[config.mk]
export PLATFORM = sky130hd
export DESIGN_NAME = scariv_brtag_alloc
export DESIGN_NICKNAME = d
export VERILOG_FILES = /design/src/rtl/scariv_brtag_alloc.sv
export SDC_FILE = /design/constraint.sdc
export NUM_CORES = 1
export LEC_CHECK = 0
export BUFFER_PORTS_ARGS = -buffer_cell sky130_fd_sc_hd__buf_2
export CAP_MARGIN = 15
export CORE_MARGIN = 2
export CORE_UTILIZATION = 60
export DETAILED_ROUTE_END_ITERATION = 8
export PLACE_DENSITY = 0.82
export SLEW_MARGIN = 20
export SYNTH_ARGS = -nofsm -noshare
export SYNTH_HDL_FRONTEND = slang
export SYNTH_SLANG_ARGS = --single-unit
[constraint.sdc]
create_clock -name i_clk -period 6 [get_ports i_clk]
set_clock_uncertainty 0.15 [all_clocks]
set_input_delay 1.2 -clock i_clk [delete_from_list [all_inputs] [get_ports i_clk]]
set_output_delay 1.2 -clock i_clk [all_outputs]
set_load 0.05 [all_outputs]
[src/rtl/scariv_brtag_alloc.sv]
// Branch-tag allocator and resolver.
// Hands out branch tags to the branch slots of each dispatch group, tracks
// which live tags are younger than each tag, frees a tag on correct
// resolution, and on a mispredict or flush squashes the affected tags and
// broadcasts a one-cycle kill mask to the schedulers.
//
// Dispatch handshake: a group transfers on a cycle where i_disp_valid and
// o_disp_ready are both high. o_disp_ready does not depend on i_disp_valid.
// o_disp_brtag and o_disp_brmask are only meaningful on a transfer cycle.
// A group that does not transfer changes no state.
module scariv_brtag_alloc #(
  parameter int BRTAG_SIZE = 8,
  parameter int DISP_SIZE  = 4,
  parameter int TAG_W      = $clog2(BRTAG_SIZE)
) (
  input  logic                            i_clk,
  input  logic                            i_reset,
  input  logic                            i_disp_valid,
  input  logic [DISP_SIZE-1:0]            i_disp_is_br,
  output logic                            o_disp_ready,
  output logic [DISP_SIZE*TAG_W-1:0]      o_disp_brtag,
  output logic [DISP_SIZE*BRTAG_SIZE-1:0] o_disp_brmask,
  input  logic                            i_br_upd_valid,
  input  logic [TAG_W-1:0]                i_br_upd_tag,
  input  logic                            i_br_upd_mispred,
  input  logic                            i_flush,
  output logic                            o_kill_valid,
  output logic [BRTAG_SIZE-1:0]           o_kill_mask,
  output logic [TAG_W:0]                  o_free_count
);

  localparam int NBR_W = $clog2(DISP_SIZE + 1);
  localparam int CNT_W = (NBR_W > TAG_W + 1) ? NBR_W : TAG_W + 1;

  // Architectural state
  logic [BRTAG_SIZE-1:0] live_q, live_d;
  logic [BRTAG_SIZE-1:0] younger_q [BRTAG_SIZE];
  logic [BRTAG_SIZE-1:0] younger_d [BRTAG_SIZE];
  logic                  kill_valid_q, kill_valid_d;
  logic [BRTAG_SIZE-1:0] kill_mask_q, kill_mask_d;

  // Combinational helpers
  logic [TAG_W:0]        live_cnt;
  logic [TAG_W:0]        free_cnt;
  logic [CNT_W-1:0]      nbr;
  logic [BRTAG_SIZE-1:0] upd_oh;
  logic [BRTAG_SIZE-1:0] correct_clear;
  logic                  upd_live;
  logic                  accept;
  logic [BRTAG_SIZE-1:0] avail;
  logic                  found;
  logic [TAG_W-1:0]      slot_tag [DISP_SIZE];
  logic [BRTAG_SIZE-1:0] slot_oh  [DISP_SIZE];
  logic [BRTAG_SIZE-1:0] slot_mask [DISP_SIZE];
  logic [BRTAG_SIZE-1:0] grp_prev;
  logic [BRTAG_SIZE-1:0] grp_all;
  logic [BRTAG_SIZE-1:0] later;
  logic [BRTAG_SIZE-1:0] kill_vec;

  // Free count from registered live bits, branch count of the offered group,
  // and the readiness decision.
  always_comb begin
    live_cnt = '0;
    for (int b = 0; b < BRTAG_SIZE; b++) begin
      live_cnt = live_cnt + (TAG_W+1)'(live_q[b]);
    end
    free_cnt = (TAG_W+1)'(BRTAG_SIZE) - live_cnt;

    nbr = '0;
    for (int s = 0; s < DISP_SIZE; s++) begin
      nbr = nbr + CNT_W'(i_disp_is_br[s]);
    end

    upd_oh        = BRTAG_SIZE'(1) << i_br_upd_tag;
    correct_clear = (i_br_upd_valid && !i_br_upd_mispred) ? upd_oh : '0;
    upd_live      = i_br_upd_valid && live_q[i_br_upd_tag];

    o_disp_ready = !i_flush && !(i_br_upd_valid && i_br_upd_mispred) &&
                   (nbr <= CNT_W'(free_cnt));
    accept       = i_disp_valid && o_disp_ready;
  end

  // Tag pick: the k-th branch slot takes the k-th lowest index free in the
  // registered live bits, so a tag freed this cycle is not handed out until
  // the next one. Each slot's mask covers older live tags plus branches in
  // earlier slots of the same group.
  always_comb begin
    avail    = ~live_q;
    grp_prev = '0;
    found    = 1'b0;
    for (int s = 0; s < DISP_SIZE; s++) begin
      slot_tag[s]  = '0;
      slot_oh[s]   = '0;
      slot_mask[s] = (live_q & ~correct_clear) | grp_prev;
      if (i_disp_is_br[s]) begin
        found = 1'b0;
        for (int b = 0; b < BRTAG_SIZE; b++) begin
          if (!found && avail[b]) begin
            found       = 1'b1;
            slot_tag[s] = TAG_W'(b);
            slot_oh[s]  = BRTAG_SIZE'(1) << b;
          end
        end
        avail    = avail & ~slot_oh[s];
        grp_prev = grp_prev | slot_oh[s];
      end
    end
    grp_all = grp_prev;

    for (int s = 0; s < DISP_SIZE; s++) begin
      o_disp_brtag[s*TAG_W +: TAG_W]           = slot_tag[s];
      o_disp_brmask[s*BRTAG_SIZE +: BRTAG_SIZE] = slot_mask[s];
    end
  end

  // Next-state: flush beats resolution; allocation only on an accepted group
  // (which cannot coincide with a flush or mispredict).
  always_comb begin
    live_d       = live_q;
    younger_d    = younger_q;
    kill_valid_d = 1'b0;
    kill_mask_d  = '0;
    kill_vec     = '0;
    later        = '0;

    if (i_flush) begin
      live_d       = '0;
      kill_valid_d = 1'b1;
      kill_mask_d  = live_q;
    end else begin
      if (upd_live && i_br_upd_mispred) begin
        kill_vec     = (upd_oh | younger_q[i_br_upd_tag]) & live_q;
        live_d       = live_d & ~kill_vec;
        kill_valid_d = 1'b1;
        kill_mask_d  = kill_vec;
      end else if (upd_live) begin
        live_d = live_d & ~upd_oh;
      end

      if (accept) begin
        // Every currently live tag is older than the whole new group.
        for (int l = 0; l < BRTAG_SIZE; l++) begin
          if (live_q[l]) begin
            younger_d[l] = younger_q[l] | grp_all;
          end
        end
        // A new tag is older than the branches in later slots of its group.
        for (int s = DISP_SIZE - 1; s >= 0; s--) begin
          if (i_disp_is_br[s]) begin
            younger_d[slot_tag[s]] = later;
            later                  = later | slot_oh[s];
          end
        end
        live_d = live_d | grp_all;
      end
    end
  end

  // State registers; reset drops any pending kill pulse immediately.
  always_ff @(posedge i_clk or posedge i_reset) begin
    if (i_reset) begin
      live_q       <= '0;
      kill_valid_q <= 1'b0;
      kill_mask_q  <= '0;
      for (int t = 0; t < BRTAG_SIZE; t++) begin
        younger_q[t] <= '0;
      end
    end else begin
      live_q       <= live_d;
      kill_valid_q <= kill_valid_d;
      kill_mask_q  <= kill_mask_d;
      for (int t = 0; t < BRTAG_SIZE; t++) begin
        younger_q[t] <= younger_d[t];
      end
    end
  end

  assign o_kill_valid = kill_valid_q;
  assign o_kill_mask  = kill_mask_q;
  assign o_free_count = free_cnt;

endmodule

==> flow_metrics.tcl, run 1 <==
set metrics [dict create \
    path_cells "buf_2 -> nand4_2 -> o21ai_2 -> a21oi_4 -> a31oi_2 -> mux2i_1 -> o211ai_1 -> nor2_1 -> nor2_1 -> buf_2" \
    start_util_pct 61.93 \
    reg2reg_depth 17 \
    grt.overflow.total 0 \
    cts.clk_slew.worst_paths_ns 0.06 \
    min-delay-start "younger_q[11]" \
    arrival_ns 4.37 \
    htree_levels 3 \
    grt_pass1_wl_um 40120 \
    final_common_cell "nor2_1" \
    critPathCaptureType "primary output" \
    ios 71 \
    swShare_pct 46.47 \
    critPathKind "primary input to primary output" \
    status "finished clean" \
    period_needed_ns 5.722 \
    critPathMaxStageDelay_ns 0.52 \
    hpwl_um 19160 \
    p_int_mw 1.229 \
    drv_cap 0 \
    finalSetupTns_ns 0 \
    dr.first_iter.drc_count 1448 \
    layout_common_cells "118 x nor2_1, 95 x a21oi_1, 82 x nand2_1" \
    synth_area_leaders "dfrtp_1 27%, a21oi_1 7.0%, nor2_1 6.5%" \
    worstMarginPinSlew_ns 1.146 \
    slew_violations 0 \
    rsz0062_at_grt "no" \
    core_mm2 0.01094 \
    ant_nets 0 \
    async_flop_share_pct 100.0 \
    place_congestion 0.9996 \
    die-width_um 110.2 \
    insertion_delay_ns 0.35 \
    clock-sinks 73 \
    cts_tree "done" \
    cts_resized 0 \
    grt_pass1_vias 6988 \
    syn_area_per_cell_um2 7.584 \
    utilization_pct 68.63 \
    power_frac_seq_pct 28.0 \
    hold_viol 0 \
    power.density_mw_per_mm2 306.0 \
    required_ns 4.65 \
    synth.distinct_cells 93 \
    vias 7892 \
    num-nets-final 961 \
    drive_above_1_share_pct 16.72 \
    yosys_warnings 0 \
    drc 0 \
    switchingPower_mw 1.067 \
    hold_path.class "flop to flop" \
    num_antenna_cells 0 \
    relSlewSlack_pct 21.64 \
    cts_buffers 9 \
    grtUsageTotal_pct 44.47 \
    cts_hold_buf 0 \
    die_h_um 110.2 \
    synthFlopType "dfrtp_1" \
    root_buffer "clkbuf_16" \
    numPortBuffers 70 \
    p_leak_nw 3.426 \
    synth_seq_area_share_pct 26.97 \
    startpoint_type "primary input" \
    regToRegSetupSlack_ns 0.73 \
    die-area_mm2 0.01215 \
    fin_crit_sh_pct 95.37 \
    r2r-start "live_q[6]" \
    synthCells 893 \
    ys_seq_elements 73 \
    ir_worst_vdd_v 0.0002615 \
    syn_area_mm2 0.006773 \
    clockPowerShare_pct 24.6 \
    syn_to_final_growth_pct 10.81 \
    yosysTopAreaCell "dfrtp_1" \
    grt_max_degree 50 \
    wl_per_cell_um 24.64 \
    std_cell_rows 38 \
    antenna_found_initial 0 \
    syn_nets 920 \
    clockBufferDepth 2 \
    setup_violations 0 \
    synth_top_area_share_pct 26.97 \
    via_per_inst 7.314 \
    first_pass_iters 6 \
    cts_setup_buffers 0 \
    holdPathStages 2 \
    fmax_ghz 0.1748 \
    routed_wl_um 26590 \
    r2r-end "younger_q[16]" \
    pwr-share-comb_pct 47.4 \
    crit_fanout 31 \
    synth-edff-count 0 \
    critical-path-slowest-cell "a31oi_2" \
    hold_end "younger_q[11]" \
]
[worst max-delay path by stage]
stage	start	cells after the start	slack [ns]	to
after floorplan	live_q[5]	15	0.41	o_disp_ready
after global placement	i_disp_is_br[0]	10	0.51	o_disp_brtag[10]
after detailed placement	i_disp_is_br[0]	10	0.45	o_disp_brtag[9]
after CTS	i_disp_is_br[0]	10	0.45	o_disp_brtag[9]
after global routing	i_disp_is_br[0]	10	0.15	o_disp_brtag[9]
final	i_disp_is_br[0]	10	0.28	o_disp_brtag[9]
[power groups by stage]
stage	clock network, mW	logic [mW]	registers (mW)
after floorplan	0	0.783	0.635
after global placement	0	1.03	0.645
after detailed placement	0	1.05	0.646
after CTS	0.560	1.05	0.639
after global routing	0.586	1.16	0.651
final	0.564	1.09	0.644
[flip-flops by register name, summed over array words and instances, names as in the netlist]
| name | cells |
|---|---|
| o_kill_mask | 8 |
| younger_q | 56 |
| live_q | 8 |
| o_kill_valid | 1 |
[synthesized netlist by cell type, types with 9 or more instances]
master,n
ha_1,9
o22ai_1,11
and2_1,19
buf_1,9
clkbuf_1,35
nor3_1,20
a211oi_1,12
nand2b_1,15
o21ai_0,57
buf_2,14
nor2_1,118
dfrtp_1,73
o211ai_1,13
a22o_1,11
nand3_1,33
nand2_1,82
inv_1,39
a31oi_1,18
a21oi_1,95
mux2i_1,11
[critical path, delay by kind of cell]
family	cells	cell delay [ns]
and+or+nand+nor	3	0.66
AOI/OAI and AO/OA	4	1.43
muxes	1	0.39
buffers and inverters	2	0.69
[cell type report]
cell class	instances	area (µm²)
multi-input cells	716	4511
well taps	140	175.2
flip-flops and latches	73	1827
repair buffers	95	538.0
inverters	39	146.4
fillers	952	3431
clock buffers	9	225.2
clock inverters	7	82.58
[kinds of logic after synthesis]
family / count (synthesis) / synth area share, %
XOR/XNOR: 6 / 0.8868
AND/OR/NAND/NOR: 332 / 22.91
adder cells (fa/ha/maj): 24 / 4.729
AO/OA/AOI/OAI: 332 / 33.70
buffers and inverters: 104 / 6.521
multiplexers: 22 / 4.286
flip-flops: 73 / 26.97
[through the flow]
stage	hold WS, ns	setup WS [ns]	instances	power, mW	instance area, µm²
after floorplan	0.3071	0.4103	893	1.418	6779
after global placement	0.3197	0.5118	1063	1.677	7197
after detailed placement	0.3329	0.4524	1063	1.694	7197
after CTS	0.3469	0.4461	1079	2.254	7505
after global routing	0.3683	0.1491	1079	2.397	7505
final	0.3458	0.2775	1079	2.297	7505
[layer usage]
| metal | GRT usage (%) | wire length [µm] | vias up |
|---|---|---|---|
| li1 | - | - | 3392 |
| met1 | 61.20 | 10070 | 3650 |
| met2 | 63.54 | 11160 | 717 |
| met3 | 12.17 | 3748 | 133 |
| met4 | 23.04 | 1603 | 0 |
| met5 | 0 | 0 | - |
Note: power is estimated with default switching activity, not from simulation.
==> run 2, diff against run 1 <==
- ABC_AREA: default -> 1
==> flow_metrics.tcl, run 2 <==
set metrics [dict create \
    clockBufferDepth 2 \
    r2r-start "live_q[4]" \
    syn_to_final_growth_pct 9.798 \
    stdcell_area_mm2 0.007081 \
    largest-register "younger_q" \
    r2r-end "younger_q[53]" \
    root_buffer "clkbuf_8" \
    utilization_pct 68.28 \
    grt.overflow.total 0 \
    hpwl_um 17760 \
    synthTopCellsByCount "218 x nand2_1, 151 x inv_1, 96 x a21oi_1" \
    async_flop_share_pct 100.0 \
    std_cell_rows 37 \
    synthCells 998 \
    ios 71 \
    synthFlopType "dfrtp_1" \
    grt_max_degree 108 \
    via_per_inst 6.271 \
    cts_hold_buf 0 \
    numPortBuffers 70 \
    ant_nets 0 \
    drive_above_1_share_pct 15.86 \
    dp_slack_ns 0.8595 \
    grt_pass1_vias 6689 \
    slew_violations 0 \
    htree_levels 3 \
    die_h_um 107.7 \
    fin_crit_sh_pct 92.44 \
    grt_pass1_wl_um 36760 \
    period_needed_ns 5.546 \
    wl_per_cell_um 20.12 \
    dpl_cell_area_mm2 0.006859 \
    antenna_found_initial 0 \
    cts_tree "done" \
    critical-path-slowest-cell "fa_1" \
    path_cells "inv_1 -> fa_1 -> ha_1 -> inv_1 -> fa_1 -> fa_1 -> inv_1 -> ha_1 -> inv_1 -> ha_1 -> a21oi_1 -> o21ai_0 -> nand3b_1 -> nand2_1 -> inv_1 -> buf_2" \
    synth-edff-count 0 \
    relSlewSlack_pct 30.20 \
    syn_nets 1025 \
    routed_wl_um 23920 \
    finalSetupTns_ns 0 \
    synth_top_area_share_pct 28.33 \
    critPathMaxStageDelay_ns 0.50 \
    syn_area_per_cell_um2 6.462 \
    cts_resized 0 \
    yosysTopAreaCell "dfrtp_1" \
    setup_violations 0 \
    holdPathStages 2 \
    path_buf_inv 6 \
    final_common_cell "nand2_1" \
    critPathKind "flop to primary output" \
    critPathCaptureType "primary output" \
    synth_area_leaders "dfrtp_1 28%, nand2_1 13%, inv_1 8.8%" \
    fmax_ghz 0.1803 \
    synth.most_common_cell "nand2_1" \
    cts_buffers 9 \
    arrival_ns 4.20 \
    num-nets-final 1076 \
    first_pass_iters 8 \
    synth.distinct_cells 47 \
    ir_worst_vdd_v 0.0002675 \
    core_mm2 0.01037 \
    clock-sinks 73 \
    start_util_pct 62.19 \
    drc 0 \
    yosys_warnings 0 \
    rsz0062_at_grt "no" \
    num_antenna_cells 0 \
    vias 7456 \
    syn_area_mm2 0.006449 \
    min-delay-start "younger_q[40]" \
    regToRegSetupSlack_ns 0.99 \
    hold_viol 0 \
    largest_reg_flops 56 \
    dr.first_iter.drc_count 1098 \
    insertion_delay_ns 0.37 \
    place_congestion 1.065 \
    die-width_um 107.7 \
    crit_top_cell "inv_1" \
    grtUsageTotal_pct 41.90 \
    die-area_mm2 0.01159 \
    holdWs_ns 0.3402 \
    reg2reg_depth 20 \
    drv_cap 0 \
    power.density_mw_per_mm2 339.6 \
    synth_seq_area_share_pct 28.33 \
    ys_seq_elements 73 \
    fin_ws_ns 0.4537 \
    status "finished clean" \
    required_ns 4.65 \
    hold_end "younger_q[40]" \
    fillers 1004 \
    crit_fanout 12 \
    cts.clk_slew.worst_paths_ns 0.09 \
    layout_common_cells "217 x nand2_1, 150 x inv_1, 95 x a21oi_1" \
    cts_setup_buffers 0 \
    p_leak_nw 3.810 \
    cp_top_family "adder cells" \
    worstMarginPinSlew_ns 1.043 \
    hold_path.class "flop to flop" \
    startpoint_type "flop" \
]
==> run 2: cell type report <==
class / instances / area (µm²) / share of cell area [%]
multi-input cells: 715 / 3810 / 53.81
flip-flops and latches: 73 / 1827 / 25.80
inverters: 172 / 645.6 / 9.118
repair buffers: 78 / 410.4 / 5.796
well taps: 136 / 170.2 / 2.403
clock buffers: 10 / 137.6 / 1.944
clock inverters: 5 / 80.08 / 1.131
==> run 2: how the worst max path moves through the flow <==
stage / start / end / slack [ns] / cells after the start
after global routing: live_q[4] / o_disp_ready / 0.29 / 16
after floorplan: live_q[4] / o_disp_ready / 0.81 / 16
final: live_q[4] / o_disp_ready / 0.45 / 16
after CTS: live_q[4] / o_disp_ready / 0.47 / 16
after detailed placement: live_q[4] / o_disp_ready / 0.86 / 16
after global placement: live_q[4] / o_disp_ready / 0.97 / 16
==> run 2: logic make-up after synthesis <==
kind of cell / Yosys count / share of synthesized area, %
fa+ha+maj: 14 / 3.299
flops: 73 / 28.33
simple gates: 412 / 28.97
compound gates: 289 / 26.72
buf+inv: 210 / 12.69
==> run 2: worst min-delay path, cell delays in order, from the launching register on <==
cell and delay (ns):
dfrtp_1 0.35, nand2_1 0.05, o21ai_0 0.06
==> run 2: routing by layer <==
metal	vias up	GRT usage (%)	part of all wire [%]
met3	122	7.809	13
met5	-	0	0
met4	0	21.34	5.7
met2	600	61.05	41
met1	3344	59.10	40
li1	3390	-	-
==> run 2: metrics by stage <==
stage,std cells,total power [mW]
5_1_grt,1189,2.540
3_5_place_dp,1174,1.922
2_1_floorplan,998,1.622
6_report,1189,2.405
4_1_cts,1189,2.358
3_3_place_gp,1174,1.907
==> run 2: power breakdown <==
| part | switching [mW] | internal [mW] | leakage, nW |
|---|---|---|---|
| Combinational | 0.845 | 0.368 | 2.79 |
| Clock | 0.202 | 0.242 | 0.104 |
| Sequential | 0.106 | 0.641 | 0.918 |
| Total | 1.15 | 1.25 | 3.81 |
